### src/rtl/l1_dcache.sv
// l1_dcache: direct-mapped, write-back, write-allocate L1 data cache.
// CPU side answers hits combinationally (zero-cycle latency); misses fill and
// evict whole 128-bit lines over the physical-memory port. The pmem outputs
// are registered from the FSM; only mem_resp and mem_rdata are combinational.
module l1_dcache #(
    parameter int NUM_SETS  = 8,
    parameter int LINE_BITS = 128
) (
    input  logic                 clk,
    input  logic                 reset,
    input  logic                 mem_read,
    input  logic                 mem_write,
    input  logic [1:0]           mem_byte_enable,
    input  logic [15:0]          mem_address,
    input  logic [15:0]          mem_wdata,
    output logic [15:0]          mem_rdata,
    output logic                 mem_resp,
    output logic                 pmem_read,
    output logic                 pmem_write,
    output logic [15:0]          pmem_address,
    output logic [LINE_BITS-1:0] pmem_wdata,
    input  logic [LINE_BITS-1:0] pmem_rdata,
    input  logic                 pmem_resp
);

    localparam int IDX_W = $clog2(NUM_SETS);
    localparam int TAG_W = 16 - 4 - IDX_W;

    typedef enum logic [1:0] {IDLE, WRITEBACK, FILL} state_t;

    state_t               state;
    logic [NUM_SETS-1:0]  valid;
    logic [NUM_SETS-1:0]  dirty;
    logic [TAG_W-1:0]     tags [NUM_SETS];
    logic [LINE_BITS-1:0] data [NUM_SETS];

    // Miss target latched at miss time so the fill completes even if the
    // requester drops its request mid-transaction.
    logic [TAG_W-1:0]     req_tag;
    logic [IDX_W-1:0]     req_idx;

    logic [IDX_W-1:0]     addr_idx;
    logic [TAG_W-1:0]     addr_tag;
    logic [2:0]           word_sel;
    logic                 request;
    logic                 hit;
    logic [LINE_BITS-1:0] cur_line;
    logic [LINE_BITS-1:0] merged_line;
    logic                 unused_addr_bit;

    assign addr_idx        = mem_address[4 +: IDX_W];
    assign addr_tag        = mem_address[15 -: TAG_W];
    assign word_sel        = mem_address[3:1];
    assign unused_addr_bit = mem_address[0];

    assign request   = mem_read | mem_write;
    assign cur_line  = data[addr_idx];
    assign hit       = (state == IDLE) && request && valid[addr_idx] &&
                       (tags[addr_idx] == addr_tag);
    assign mem_resp  = hit;
    assign mem_rdata = cur_line[{word_sel, 4'b0000} +: 16];

    // Byte-masked merge of the write data into the currently indexed line.
    always_comb begin
        merged_line = cur_line;
        if (mem_byte_enable[0]) merged_line[{word_sel, 4'b0000} +: 8] = mem_wdata[7:0];
        if (mem_byte_enable[1]) merged_line[{word_sel, 4'b1000} +: 8] = mem_wdata[15:8];
    end

    // Controller FSM: valid/dirty bookkeeping and registered pmem outputs.
    always_ff @(posedge clk) begin
        if (reset) begin
            state        <= IDLE;
            valid        <= '0;
            dirty        <= '0;
            pmem_read    <= 1'b0;
            pmem_write   <= 1'b0;
            pmem_address <= '0;
            pmem_wdata   <= '0;
            req_tag      <= '0;
            req_idx      <= '0;
        end else begin
            case (state)
                IDLE: begin
                    if (hit && mem_write) begin
                        dirty[addr_idx] <= 1'b1;
                    end else if (request && !hit) begin
                        req_tag <= addr_tag;
                        req_idx <= addr_idx;
                        if (valid[addr_idx] && dirty[addr_idx]) begin
                            state        <= WRITEBACK;
                            pmem_write   <= 1'b1;
                            pmem_address <= {tags[addr_idx], addr_idx, 4'b0000};
                            pmem_wdata   <= cur_line;
                        end else begin
                            state        <= FILL;
                            pmem_read    <= 1'b1;
                            pmem_address <= {addr_tag, addr_idx, 4'b0000};
                        end
                    end
                end
                WRITEBACK: begin
                    if (pmem_resp) begin
                        state        <= FILL;
                        pmem_write   <= 1'b0;
                        pmem_read    <= 1'b1;
                        pmem_address <= {req_tag, req_idx, 4'b0000};
                    end
                end
                FILL: begin
                    if (pmem_resp) begin
                        state          <= IDLE;
                        pmem_read      <= 1'b0;
                        pmem_address   <= '0;
                        valid[req_idx] <= 1'b1;
                        dirty[req_idx] <= 1'b0;
                    end
                end
                default: state <= IDLE;
            endcase
        end
    end

    // Tag/data arrays: write-hit merge and line install; never cleared by reset.
    always_ff @(posedge clk) begin
        if (!reset) begin
            if (hit && mem_write) begin
                data[addr_idx] <= merged_line;
            end else if (state == FILL && pmem_resp) begin
                data[req_idx] <= pmem_rdata;
                tags[req_idx] <= req_tag;
            end
        end
    end

    // Simultaneous read and write is illegal; the write wins in the logic above.
    rw_exclusive: assert property (@(posedge clk) disable iff (reset)
                                   !(mem_read && mem_write));

endmodule

### config.mk
export PLATFORM = sky130hd
export DESIGN_NAME = l1_dcache
export DESIGN_NICKNAME = d
export VERILOG_FILES = /design/src/rtl/l1_dcache.sv
export SDC_FILE = /design/constraint.sdc
export NUM_CORES = 2
export LEC_CHECK = 0
export CAP_MARGIN = 10
export CORE_ASPECT_RATIO = 1.25
export CORE_MARGIN = 5
export CORE_UTILIZATION = 57
export DETAILED_ROUTE_END_ITERATION = 7
export DONT_BUFFER_PORTS = 1
export PLACE_DENSITY = 0.78
export SETUP_SLACK_MARGIN = 0.4
export SLEW_MARGIN = 20
export SYNTH_ARGS = -nofsm -noshare
export SYNTH_HDL_FRONTEND = slang
export SYNTH_SLANG_ARGS = --single-unit
### constraint.sdc
create_clock -name clk -period 9.1 [get_ports clk]
set_clock_uncertainty 0.15 [all_clocks]
set_input_delay 1.365 -clock clk [delete_from_list [all_inputs] [get_ports clk]]
set_output_delay 1.365 -clock clk [all_outputs]
set_load 0.01 [all_outputs]
==> out/metrics.yaml <==
status:
  status: "complete, no violations"
clock_tree:
  cts_buffers: 115
  clock_latency_ns: 0.70
  clk_path_buf_depth: 3
  cts_hold_buffers: 0
  path_clk_slew_ns: 0.06
  h-tree-depth: 3
  cts_sinks: 1268
  cts_root_buf: "clkbuf_16"
  post_cts_buffers: 0
  cts_tree: "yes"
  cts_resized: 0
global_routing:
  grt_max_degree: 225
  antenna_found_initial: 34
  grt_use_total: 0.295
  globalRouteOverflowTotal: 0
  grt_pass1_wl_mm: 204
  grt_pass1_vias: 30100
logic_synthesis:
  synth_edf_count: 1096
  synthesis.instances: 3280
  yosysMostFrequentCell: "edfxtp_1"
  synth_top_cell_area_share: 0.661
  synth_top_area_cell: "edfxtp_1"
  synth_area_um2: 49800
  synth.distinct_cells: 62
  ys_seq_area_frac: 0.730
  synth_ff_type: "edfxtp_1"
  syn_avg_cell_area_um2: 15.2
  yosys_warnings: 0
  synthTopCellsByArea: "edfxtp_1 (66%), a22oi_1 (7.2%), dfxtp_1 (6.9%), mux2i_1 (1.9%), mux4_2 (1.9%)"
  synth_common_cells: "edfxtp_1 (1096), a22oi_1 (476), nor2_1 (233)"
  synth-seq-cells: 1268
  ys_async_sr_fraction: 0
sta:
  period_share: 0.677
  relSlewSlack: 0.204
  setup_viol_count_final: 0
  hold_viol_final: 0
  drv_slew: 0
  fmax_mhz: 162
  rsz0062_at_grt: "no"
  whs_ns: 0.316
  worst_pin_slew_ns: 1.19
  period_minus_slack_ns: 6.16
  tns_ns: 0
  finalWorstSetupSlack_ns: 2.94
layout:
  multi_input_comb_area_um2: 12400
  syn2layout_area_growth_pct: 9.94
  regArea_um2: 36400
  finalNetCount: 3363
  drive_above_1_share: 0.116
  fill_cells: 6042
  instances_no_fill: 4480
power_and_ir_drop:
  p_sw_frac: 0.223
  leakage_nw: 16.9
  p_switching_mw: 2.72
  totalPowerFinal_mw: 12.2
  p_clk_frac: 0.400
  pwr-share-comb: 0.065
  seq_power_share: 0.535
  internal-power_mw: 9.48
  powerDensity_nw_per_um2: 223
  vdd_drop_max_uv: 184
detailed_routing:
  wire_per_inst_um: 31.6
  first_iter_violations: 4170
  drt_first_pass_iters: 6
  vias: 30900
  routed_wl_mm: 141
  viasPerCell: 6.91
  post-route-drc-count: 0
  ant_nets: 0
die:
  die_x_um: 274
  initial_core_util: 0.573
  chipHeight_um: 340
  rows: 121
  fp.dieArea_um2: 93400
  core_um2: 86900
  boundaryPins: 330
place:
  gp_congestion: 0.865
  dp.cells: 4236
  place.port_buffers: 0
  dp_hpwl_mm: 80.7
  post-place-ws_ns: 3.11
worst_setup_path:
  critical_path_class: "in2out"
  cp_top_family: "buffers and inverters"
  critPathCaptureType: "output pin"
  worstPathCellList: "clkinv_1 -> nor3_4 -> buf_4 -> a22oi_1 -> and4_1 -> mux4_2 -> a21oi_1"
  critical-path-slowest-cell: "buf_4"
  path_max_fanout: 67
  path_buf_inv: 2
  required_ns: 7.59
  cp-start-kind: "input port"
  arrival_ns: 4.65
  max_stage_delay_ns: 0.85
job:
  drv_cap: 0
min_path:
  hp-class: "reg2reg"
[kinds of logic (layout without fill, tap and decap cells)]
family / Yosys count / after routing / synth area share
buffers and inverters: 275 / 278 / 0.0237
other: 1 / 30 / 0.0000753
AOI/OAI and AO/OA: 903 / 903 / 0.127
adders and majority gates: 10 / 10 / 0.00251
DFF: 1268 / 1268 / 0.730
muxes: 207 / 207 / 0.0539
xor gates and xnor gates: 6 / 6 / 0.00106
and+or+nand+nor: 610 / 610 / 0.0615
[power groups by stage]
stage | registers, mW | logic [mW] | clock network [mW]
2_1_floorplan | 6.64 | 0.537 | 0
3_3_place_gp | 6.65 | 0.736 | 0
3_5_place_dp | 6.65 | 0.773 | 0
4_1_cts | 6.53 | 0.777 | 4.90
5_1_grt | 6.53 | 0.844 | 5.17
6_report | 6.53 | 0.792 | 4.88
[through the flow]
stage | cell area [um2] | utilization
floorplan | 49800 | -
global placement | 50800 | 0.584
detailed placement | 50800 | 0.584
CTS | 54600 | 0.629
global route | 54700 | 0.630
finish | 54700 | 0.630
[worst register-to-register path: stages, from the launching register on]
cell	delay, ns
edfxtp_1	0.36
mux4_2	0.47
mux2i_1	0.41
xor2_1	0.19
and3_1	0.28
nand3_1	0.20
o21a_4	0.48
buf_4	0.64
buf_4	0.77
o21ai_0	0.59
[final timing paths]
check / start / end / cells after the start / slack (ns)
worst max-delay path: mem_address[6] / mem_rdata[1] / 7 / 2.94
worst min-delay path: valid[6] / valid[6] / 2 / 0.32
worst max register to register: tags[3][6] / data[5][115] / 9 / 4.15
worst min register to register: valid[6] / valid[6] / 2 / 0.32
[state kept, by name (all words and copies together), names as in the netlist]
register / cells
data: 1024
dirty: 8
pmem_address: 12
pmem_read: 1
pmem_wdata: 128
pmem_write: 1
req_idx: 3
req_tag: 9
state: 2
tags: 72
valid: 8
[metal layers]
metal,global-route usage,routed length (um),vias up
met2,0.475,68400,2354
met1,0.369,46900,15200
li1,-,-,12900
met5,0,125,-
met3,0.0769,17800,394
met4,0.158,8240,20
[layout make-up]
class	instances	share of cell area
flip-flops and latches	1268	0.664
multi-input cells	1740	0.226
clock buffers	142	0.0574
well taps	1168	0.0267
clock inverters	75	0.0131
repair buffers	41	0.00965
inverters	20	0.00137
diodes	26	0.00119
[placed cells by master (no fill, tap or decap), types with 17 or more instances in the layout]
| master | instances |
|---|---|
| edfxtp_1 | 1096 |
| nand2_1 | 134 |
| and4_1 | 76 |
| a22oi_1 | 476 |
| nor2_1 | 223 |
| and3_1 | 32 |
| clkinv_2 | 24 |
| mux2_2 | 69 |
| a31oi_1 | 20 |
| dfxtp_1 | 172 |
| a21oi_1 | 107 |
| a221oi_1 | 22 |
| nor3_1 | 36 |
| a22o_1 | 26 |
| o21ai_0 | 123 |
| clkbuf_16 | 116 |
| mux2i_1 | 95 |
| diode_2 | 26 |
| nand4_1 | 33 |
| a211oi_1 | 91 |
| mux4_2 | 42 |
| inv_1 | 17 |
| buf_4 | 24 |
(Power assumes the default switching activity.)
